==> config.mk <==
export PLATFORM = sky130hd
export DESIGN_NAME = fc_argmax_ctrl
export DESIGN_NICKNAME = d
export VERILOG_FILES = /design/src/rtl/fc_argmax_ctrl.sv
export SDC_FILE = /design/constraint.sdc
export NUM_CORES = 1
export LEC_CHECK = 0
export CELL_PAD_IN_SITES_DETAIL_PLACEMENT = 1
export CELL_PAD_IN_SITES_GLOBAL_PLACEMENT = 1
export CORE_MARGIN = 2
export CORE_UTILIZATION = 35
export DETAILED_ROUTE_END_ITERATION = 16
export GPL_TIMING_DRIVEN = 1
export PLACE_DENSITY_LB_ADDON = 0.08
export REMOVE_ABC_BUFFERS = 1
export SYNTH_ARGS = -nofsm -noshare
export SYNTH_HDL_FRONTEND = slang
export SYNTH_SLANG_ARGS = --single-unit
==> constraint.sdc <==
create_clock -name i_clk -period 2.3 [get_ports i_clk]
set_input_delay 0.23 -clock i_clk [delete_from_list [all_inputs] [get_ports i_clk]]
set_output_delay 0.23 -clock i_clk [all_outputs]
set_load 0.005 [all_outputs]
==> src/rtl/fc_argmax_ctrl.sv <==
// Sequencer and argmax classifier around the FC dot-product stage. It runs one FC pass per
// class, keeps the running maximum score, and reports the winner, a reject flag and a watchdog error.
module fc_argmax_ctrl #(
   parameter int NUM_CLASS = 5,
   parameter int IDX_W     = 3,
   parameter int TIMEOUT   = 15
) (
   input  logic               i_clk,
   input  logic               i_rst_n,
   input  logic               i_start,
   input  logic signed [31:0] i_threshold,
   output logic               o_fc_start,
   output logic [IDX_W-1:0]   o_class_sel,
   input  logic signed [31:0] i_fc_output,
   input  logic               i_fc_finished,
   output logic               o_busy,
   output logic               o_valid,
   output logic [IDX_W-1:0]   o_class,
   output logic signed [31:0] o_score,
   output logic               o_reject,
   output logic               o_error
);

   localparam logic [1:0] S_IDLE  = 2'd0;
   localparam logic [1:0] S_ISSUE = 2'd1;
   localparam logic [1:0] S_WAIT  = 2'd2;
   localparam logic [1:0] S_DONE  = 2'd3;

   localparam logic [IDX_W-1:0] LAST_IDX = IDX_W'(NUM_CLASS - 1);
   localparam logic [7:0]       WD_LAST  = 8'(TIMEOUT - 1);

   logic [1:0]         state_q, state_d;
   logic [IDX_W-1:0]   cnt_q, cnt_d;
   logic [7:0]         wd_q, wd_d;
   logic signed [31:0] thr_q, thr_d;
   logic signed [31:0] max_q, max_d;
   logic [IDX_W-1:0]   idx_q, idx_d;
   logic               first_q, first_d;
   logic               err_q, err_d;
   logic               valid_q, valid_d;
   logic [IDX_W-1:0]   class_q, class_d;
   logic signed [31:0] score_q, score_d;
   logic               reject_q, reject_d;
   logic               error_q, error_d;
   logic               advance;

   always_comb begin
      // NOTE: every variable gets a default first so no path leaves one unassigned (no latches).
      state_d  = state_q;
      cnt_d    = cnt_q;
      wd_d     = wd_q;
      thr_d    = thr_q;
      max_d    = max_q;
      idx_d    = idx_q;
      first_d  = first_q;
      err_d    = err_q;
      valid_d  = 1'b0;
      class_d  = class_q;
      score_d  = score_q;
      reject_d = reject_q;
      error_d  = error_q;
      advance  = 1'b0;

      case (state_q)
         S_IDLE: begin
            if (i_start) begin
               thr_d   = i_threshold;
               cnt_d   = '0;
               max_d   = '0;
               idx_d   = '0;
               first_d = 1'b1;
               err_d   = 1'b0;
               state_d = S_ISSUE;
            end
         end
         S_ISSUE: begin
            wd_d    = '0;
            state_d = S_WAIT;
         end
         S_WAIT: begin
            if (i_fc_finished) begin
               if (first_q || (i_fc_output > max_q)) begin
                  max_d = i_fc_output;
                  idx_d = cnt_q;
               end
               first_d = 1'b0;
               advance = 1'b1;
            end else if (wd_q == WD_LAST) begin
               // Stalled FC stage: skip this class without touching the running maximum.
               err_d   = 1'b1;
               advance = 1'b1;
            end else begin
               wd_d = wd_q + 8'd1;
            end
            if (advance) begin
               if (cnt_q == LAST_IDX) begin
                  state_d = S_DONE;
               end else begin
                  cnt_d   = cnt_q + 1'b1;
                  state_d = S_ISSUE;
               end
            end
         end
         default: begin
            valid_d = 1'b1;
            error_d = err_q;
            if (first_q) begin
               // No class ever produced a score.
               class_d  = '0;
               score_d  = '0;
               reject_d = 1'b1;
            end else begin
               class_d  = idx_q;
               score_d  = max_q;
               reject_d = (max_q < thr_q);
            end
            state_d = S_IDLE;
         end
      endcase
   end

   always_ff @(posedge i_clk or negedge i_rst_n) begin
      if (!i_rst_n) begin
         state_q  <= S_IDLE;
         cnt_q    <= '0;
         wd_q     <= '0;
         thr_q    <= '0;
         max_q    <= '0;
         idx_q    <= '0;
         first_q  <= 1'b0;
         err_q    <= 1'b0;
         valid_q  <= 1'b0;
         class_q  <= '0;
         score_q  <= '0;
         reject_q <= 1'b0;
         error_q  <= 1'b0;
      end else begin
         state_q  <= state_d;
         cnt_q    <= cnt_d;
         wd_q     <= wd_d;
         thr_q    <= thr_d;
         max_q    <= max_d;
         idx_q    <= idx_d;
         first_q  <= first_d;
         err_q    <= err_d;
         valid_q  <= valid_d;
         class_q  <= class_d;
         score_q  <= score_d;
         reject_q <= reject_d;
         error_q  <= error_d;
      end
   end

   assign o_fc_start  = (state_q == S_ISSUE);
   assign o_class_sel = cnt_q;
   assign o_busy      = (state_q != S_IDLE) || valid_q;
   assign o_valid     = valid_q;
   assign o_class     = class_q;
   assign o_score     = score_q;
   assign o_reject    = reject_q;
   assign o_error     = error_q;

endmodule

[Yosys cells after proc, flatten, opt, wreduce, memory -nomap -nowiden]
Cells that the tools add are included.
Word-level totals
  bits of input ports: 68
  memories: 0
  bits in latches: 0
  register bits after elaboration: 120
  memory bits (read-only): 0
  logic and storage cells: 75
  RAM bits: 0
  output and inout port bits: 43
Operators by class
  div/mod/pow operators: 0
  order comparisons: 2
  add/sub/neg operators: 2
  shift-type cells: 0
  multiplexer cells: 32
  bitwise gates (word level): 0
  reduce and logical (&&, ||, !) cells: 14
  multiply operators: 0
  equality and inequality tests: 12
Operator list (count)
  32-bit 2-to-1 mux: 4
  32-bit case mux with 2 select lines: 1
  32-bit greater-than comparator: 1
  32-bit less-than comparator: 1
  3-bit 2-to-1 mux: 6
  8-bit 2-to-1 mux: 2
  2-bit inequality test, second input constant: 8
  8-bit case mux with 2 select lines: 1
  3-bit case mux with 2 select lines: 2
  4-bit AND reduction: 3
  1-bit 2-to-1 mux: 10
  8-bit by 1-bit adder with 8-bit output, second input constant: 1
  8-bit by 4-bit equality test with 1-bit output, second input constant: 1
  2-bit 2-to-1 mux: 3
  2-bit case mux with 3 select lines: 1
  3-bit AND reduction: 2
  2-bit nonzero test: 3
  1-bit case mux with 2 select lines: 2
  2-bit AND reduction: 2
  3-bit by 1-bit adder with 3-bit output, second input constant: 1
  3-bit equality test, second input constant: 1
  3-bit OR reduction: 1
  2-bit by 1-bit equality test with 1-bit output, second input constant: 1
  2-bit equality test, second input constant: 1
  other kinds (2): 3

[Depth between registers and ports, before layout]
Gate-level depths: netlist of the first run.
  word-level depth: 6
  gate-level depth with buffers: 11
  mapped depth without buffers: 8

[Least setup slack after synthesis of the first run]
No wires, ideal clock.
  path kind: register -> register
  start: reg max_q[30]
  end: reg idx_q[2]
  arrival time: 2.280 ns
  path buffers: 1
  setup slack: -0.104 ns
  stages on the path, launching flop included: 10
  clock period less this slack: 2.404 ns
  library setup time: 0.125 ns
  cell sequence: dfrtp_1 inv_1 ha_1 a21oi_1 nand2_1 a221o_1 or4_1 nand3_1 buf_6 mux2_2
Between the ends
  longest elaborated chain between the ends: 4
Ends and longest elaborated chain
  from (decl): RTL line 36  | logic signed [31:0] max_q, max_d;
  from (signal assigned): RTL line 142  | max_q <= max_d;
  32-bit greater-than comparator: RTL line 82  | if (first_q || (i_fc_output > max_q)) begin
  1-bit logical OR: RTL line 82
  2-bit inequality test (no source line)
  4-bit AND reduction (no source line)
  to (signal assigned): RTL line 143  | idx_q <= idx_d;
  to (decl): RTL line 37  | logic [IDX_W-1:0] idx_q, idx_d;
No other way between the ends.
A chain may end at the register's enable or synchronous reset.

[Worst setup path after layout of the first run]
  start: reg max_q[13]
  end: reg max_q[14]
Between the ends
  longest elaborated chain between the ends: 4
Ends and longest elaborated chain (RTL line)
  32-bit greater-than comparator: 82
  1-bit logical OR: 82
  2-bit inequality test (no source line)
  4-bit AND reduction (no source line)
No other way between the ends.

==> impl_metrics.env, run 1 <==
export IMPL_p_total_mw=10.79
export IMPL_grt_overflow_total=0
export IMPL_seq_area_frac_synth_pct=44.77
export IMPL_grt_pass1_wl_um=32860
export IMPL_synthArstFlopShare_pct=100.0
export IMPL_drc=0
export IMPL_pre_cts_slack_ns=-0.5370
export IMPL_post_dp_hpwl_um=14290
export IMPL_final_max_slew_viol_count=0
export IMPL_finalHoldViolCount=0
export IMPL_grtUsageTotal_pct=21.09
export IMPL_gp_congestion=0.7773
export IMPL_die_x_um=142.4
export IMPL_crit_path_start_kind="flop"
export IMPL_ys_flop_type="dfrtp_1"
export IMPL_syn_inst=674
export IMPL_synth_warnings=0
export IMPL_vias_per_cell=5.030
export IMPL_initial_core_util_pct=35.74
export IMPL_die_h_um=142.4
export IMPL_status="finished with violations"
export IMPL_fin_setup_tns_ns=-6.611
export IMPL_rsz0062_at_grt="yes"
export IMPL_htreeDepth=4
export IMPL_wirelength_um=20550
export IMPL_violations="negative setup slack"
export IMPL_grt_max_degree=55
export IMPL_coreArea_um2=18770
export IMPL_io_pins=111
export IMPL_drtPass1Iterations=4
export IMPL_fin_skew_ns=0.01242
export IMPL_period_share_pct=110.0
export IMPL_ir_worst_vdd_uv=560.9
export IMPL_cp_end_kind="flop"
export IMPL_portBuffers=110
export IMPL_cellPowerDensity_nw_per_um2=1110
export IMPL_relSlewSlack_pct=61.20
export IMPL_wl_per_cell_um=18.48
export IMPL_rows=50
export IMPL_antenna_found_initial=0
export IMPL_cts_made_buffers=17
export IMPL_cp_required_ns=2.63
export IMPL_path_max_fanout=4
export IMPL_synth_edff_count=0
export IMPL_root_buffer="clkbuf_16"
export IMPL_fillerInstances=2076
export IMPL_path_clk_slew_ns=0.06
export IMPL_tritoncts="built"
export IMPL_synth_area_um2=6708
export IMPL_synth_distinct_cells=52
export IMPL_area_delta_synth_final_pct=44.95
export IMPL_diodes=0
export IMPL_hp_class="input pin to asynchronous set/reset pin"
export IMPL_drive_above_1_share_pct=23.80
export IMPL_fin_util_pct=51.81
export IMPL_ant_nets=0
export IMPL_fmax_mhz=395.2
export IMPL_grt_pass1_vias=6285
export IMPL_drtIter0Drc=156
export IMPL_whs_ns=0.3585
export IMPL_arrival_ns=2.86
export IMPL_clockBufferDepth=2
export IMPL_tightest_slew_ns=0.5820
export IMPL_layout_setup_ws_ns=-0.2301
export IMPL_finalSetupViolations=35
export IMPL_finalCriticalPeriod_ns=2.530
export IMPL_fin_nets=1005
export IMPL_ys_ff_latch=120
export IMPL_cts_sinks=120
export IMPL_drv_cap=0
export IMPL_syn_area_per_cell_um2=9.952
export IMPL_via_count=5593
export IMPL_leakage_nw=4.312
export IMPL_dieArea_um2=20290
export IMPL_critical_path_class="flop to flop"
export IMPL_insertion_delay_ns=0.42
==> worst max-delay path, stage by stage, from the launching register on <==
cell      delay (ns)
dfrtp_1         0.36
inv_1           0.07
ha_1            0.31
nand4_1         0.19
or2_2           0.36
a211oi_1        0.41
o32ai_4         0.15
nand3_4         0.15
buf_12          0.13
buf_6           0.11
mux2i_2         0.21
==> logic make-up after synthesis <==
logic type / after synthesis / synth area share [%]
compound gates: 114 / 10.71
xor+xnor: 4 / 0.5224
fa+ha+maj: 71 / 13.24
buf+inv: 140 / 8.786
flops: 120 / 44.77
mux: 72 / 11.40
simple gates: 153 / 10.58
==> per-stage QoR <==
step	instances	area [um2]
after floorplan	649	6550
after global placement	1065	8529
after detailed placement	1065	8529
after CTS	1110	9565
after global routing	1112	9723
final	1112	9723
==> worst paths after layout <==
check                                start          end  slack, ns  cells past startpoint
min reg2reg                      thr_q[18]    thr_q[18]       0.50                      1
min                                i_rst_n  o_score[29]       0.36                      2
min in group i_clk         i_fc_output[15]    max_q[15]       0.41                      3
max reg2reg                      max_q[13]    max_q[14]      -0.23                     10
max in group asynchronous          i_rst_n      o_valid       1.23                      3
max                              max_q[13]    max_q[14]      -0.23                     10
==> metal layers <==
| metal | track usage [%] | part of all wire, % |
|---|---|---|
| met1 | 26.93 | 46 |
| met2 | 36.61 | 50 |
| met3 | 4.206 | 3.5 |
| met4 | 5.524 | 1.1 |
| met5 | 0 | 0 |
==> cells in the final DEF (no fill, tap or decap), types with 11 or more instances in the layout <==
master	instances
clkdlybuf4s50_1	108
inv_1	103
dfrtp_1	120
mux2_2	34
ha_1	52
clkbuf_16	19
a21oi_1	16
mux2i_1	35
buf_4	78
o21ai_0	27
inv_2	12
nand4_1	11
ha_4	17
o22ai_1	28
nand2_1	94
==> repair_timing <==
| item | 4_1_cts | 5_1_grt |
|---|---|---|
| gates cloned | 2 | 2 |
| resized for setup | 47 | 21 |
| setup endpoints to repair | 37 | 38 |
| hold endpoints to repair | 38 | 0 |
| pin swaps | 7 | 8 |
| hold buffers | 1 | 0 |
| buffers inserted | 11 | 5 |
==> sequential cells by signal, indices dropped and copies added (netlist names) <==
name	cells
err_q	1
first_q	1
idx_q	3
max_q	32
o_class	3
o_class_sel	3
o_error	1
o_reject	1
o_score	32
o_valid	1
state_q	2
thr_q	32
wd_q	8
==> final cells by class <==
| cell class | instances | area, um2 | share of cell area, % |
|---|---|---|---|
| clock inverters | 7 | 115.1 | 1.184 |
| repair buffers | 198 | 1882 | 19.35 |
| inverters | 115 | 431.7 | 4.440 |
| flip-flops and latches | 120 | 3003 | 30.88 |
| multi-input cells | 414 | 3497 | 35.97 |
| clock buffers | 24 | 501.7 | 5.160 |
| well taps | 234 | 292.8 | 3.011 |
==> power breakdown <==
part | leakage, nW | switching, mW | internal (mW)
Combinational | 2.43 | 2.39 | 2.58
Sequential | 1.58 | 0.324 | 2.68
Clock | 0.298 | 0.980 | 1.84
==> Yosys cell counts (3+ instances only) <==
| library cell | count | share of area (%) |
|---|---|---|
| o21bai_1 | 3 | 0.34 |
| nand2_1 | 94 | 5.3 |
| buf_12 | 3 | 0.90 |
| nor2b_1 | 4 | 0.37 |
| clkbuf_1 | 13 | 0.73 |
| inv_1 | 115 | 6.4 |
| o21a_1 | 5 | 0.56 |
| nand4_1 | 11 | 1.0 |
| a211oi_1 | 7 | 0.78 |
| mux2i_1 | 37 | 5.5 |
| o21ai_0 | 30 | 2.2 |
| dfrtp_1 | 120 | 45 |
| a21oi_1 | 19 | 1.4 |
| and4_1 | 3 | 0.39 |
| o22ai_1 | 29 | 2.7 |
| nor3_1 | 5 | 0.37 |
| nor2_1 | 8 | 0.45 |
| ha_1 | 71 | 13 |
| xnor2_1 | 3 | 0.39 |
| nor4_1 | 7 | 0.65 |
| buf_1 | 7 | 0.39 |
| mux2_2 | 35 | 5.9 |
| nand3_1 | 8 | 0.60 |
No activity file was read; power rests on OpenSTA's default activity.
==> run 2, diff against run 1 <==
Settings changed: CORE_MARGIN 2 to 3, SKIP_CTS_REPAIR_TIMING set to 1.
==> impl_metrics.env, run 2 (synthesis gave the netlist of run 1 again) <==
export IMPL_status="finished with violations"
export IMPL_violations="negative setup slack"
export IMPL_endpoint="max_q[31]"
export IMPL_grtUsageTotal_pct=19.47
export IMPL_cp_startpoint="max_q[23]"
export IMPL_tightest_slew_ns=0.6994
export IMPL_cp_end_kind="flop"
export IMPL_regArea_um2=3004
export IMPL_p_total_mw=10.43
export IMPL_drive_above_1_share_pct=21.54
export IMPL_finalCriticalPeriod_ns=2.549
export IMPL_cts_made_buffers=17
export IMPL_use_met1_pct=24.97
export IMPL_fin_nets=985
export IMPL_relSlewSlack_pct=53.38
export IMPL_finalHoldViolCount=0
export IMPL_finalInstanceArea_um2=9463
export IMPL_rr_worst_depth=9
export IMPL_via_count=5514
export IMPL_grt_pass1_vias=6161
export IMPL_slowest_stage="or4_1"
export IMPL_htreeDepth=4
export IMPL_path_max_fanout=8
export IMPL_multi_input_area_um2=3408
export IMPL_period_share_pct=110.8
export IMPL_coreArea_um2=18390
export IMPL_reg2reg_slack_ns=-0.25
export IMPL_drtPass1Iterations=4
export IMPL_leakage_nw=4.202
export IMPL_path_cells="inv_2 -> ha_4 -> nand4_1 -> or4_1 -> nor3_2 -> o32ai_2 -> nand3_4 -> clkbuf_16 -> mux2i_1"
export IMPL_fin_skew_ns=0.01256
export IMPL_drc=0
export IMPL_grt_util_met2_pct=33.82
export IMPL_ir_worst_vdd_uv=596.9
export IMPL_fillerInstances=2021
export IMPL_clockBufferDepth=2
export IMPL_post_dp_hpwl_um=14420
export IMPL_insertion_delay_ns=0.42
export IMPL_wl_per_cell_um=18.61
export IMPL_rows=49
export IMPL_busiest_layer="met2"
export IMPL_dieArea_um2=20860
export IMPL_antenna_found_initial=0
export IMPL_final_cell_mix="119 x dfrtp_1, 108 x clkdlybuf4s50_1, 104 x inv_1"
export IMPL_cp_top_family="simple AND/OR/NAND/NOR gates"
export IMPL_final_max_slew_viol_count=0
export IMPL_rsz0062_at_grt="yes"
export IMPL_io_pins=111
export IMPL_gp_congestion=0.7762
export IMPL_critPathBufInv=2
export IMPL_final_cells=1088
export IMPL_drtIter0Drc=154
export IMPL_die_x_um=144.4
export IMPL_hp_class="input pin to asynchronous set/reset pin"
export IMPL_critical_path_max_stage_delay_ns=0.60
export IMPL_finalSetupViolations=35
export IMPL_initial_core_util_pct=36.47
export IMPL_placed_area_um2=8421
export IMPL_diodes=0
export IMPL_crit_path_start_kind="flop"
export IMPL_cp_depth=9
export IMPL_cts_sinks=120
export IMPL_grt_max_degree=50
export IMPL_placed_cells=1048
export IMPL_path_clk_slew_ns=0.06
export IMPL_cellPowerDensity_nw_per_um2=1103
export IMPL_final_common_cell="dfrtp_1"
export IMPL_ant_nets=0
export IMPL_critical_path_class="flop to flop"
export IMPL_drv_cap=0
export IMPL_gr_usage_met3_pct=3.638
export IMPL_root_buffer="clkbuf_16"
export IMPL_die_h_um=144.4
export IMPL_vias_per_cell=5.068
export IMPL_area_delta_synth_final_pct=41.07
export IMPL_fin_util_pct=51.45
export IMPL_grt_overflow_total=0
export IMPL_arrival_ns=2.88
export IMPL_r2r_start="max_q[23]"
export IMPL_tritoncts="built"
export IMPL_cp_required_ns=2.63
export IMPL_wirelength_um=20240
export IMPL_portBuffers=110
export IMPL_grt_pass1_wl_um=31480
export IMPL_fmax_mhz=392.3
export IMPL_reg2reg_to="max_q[31]"
export IMPL_layout_setup_ws_ns=-0.2492
run 2: cell count changes in the layout (fill, tap and decap cells not counted), sizes merged:
cell,delta
buf,-21
bufinv,+1
clkbuf,-4
clkinv,+5
run 2: power breakdown:
| group | switching [mW] | internal, mW |
|---|---|---|
| logic | 2.25 | 2.32 |
| clock network | 1.01 | 1.83 |
| registers | 0.342 | 2.68 |
run 2: area by class of cell:
cell class                 count  share of cell area, %
timing repair buffer         178                  18.09
clock buffer                  19                  4.681
tap                          229                  3.028
inverter                     115                  4.562
sequential                   120                  31.75
clock inverter                13                  1.878
multi-input combinational    414                  36.02
run 2: metrics by stage:
step / setup TNS (ns) / setup slack (ns) / hold slack (ns)
after floorplan: -57.45 / -1.856 / -0.06559
after global placement: -16.98 / -0.5070 / 0.3220
after detailed placement: -19.64 / -0.6285 / 0.3388
after CTS: -11.15 / -0.3831 / -0.1107
after global routing: -10.92 / -0.3638 / 0.4086
final: -7.520 / -0.2492 / 0.4035
run 2: how the worst min path moves through the flow:
| stage | from | endpoint | slack, ns | cells after the start |
|---|---|---|---|---|
| 3_3_place_gp | i_rst_n | o_score[28] | 0.32 | 1 |
| 3_5_place_dp | i_rst_n | o_score[28] | 0.34 | 1 |
| 5_1_grt | i_threshold[19] | thr_q[19] | 0.41 | 2 |
| 6_report | i_rst_n | o_score[1] | 0.40 | 2 |
| 4_1_cts | i_rst_n | o_score[1] | -0.11 | 1 |
| 2_1_floorplan | i_rst_n | err_q | -0.07 | 0 |
run 2: layer usage:
layer / share of wire, % / up-vias
met5: 0 / -
met3: 2.8 / 21
met1: 46 / 2755
met2: 50 / 95
met4: 0.99 / 0
li1: - / 2643
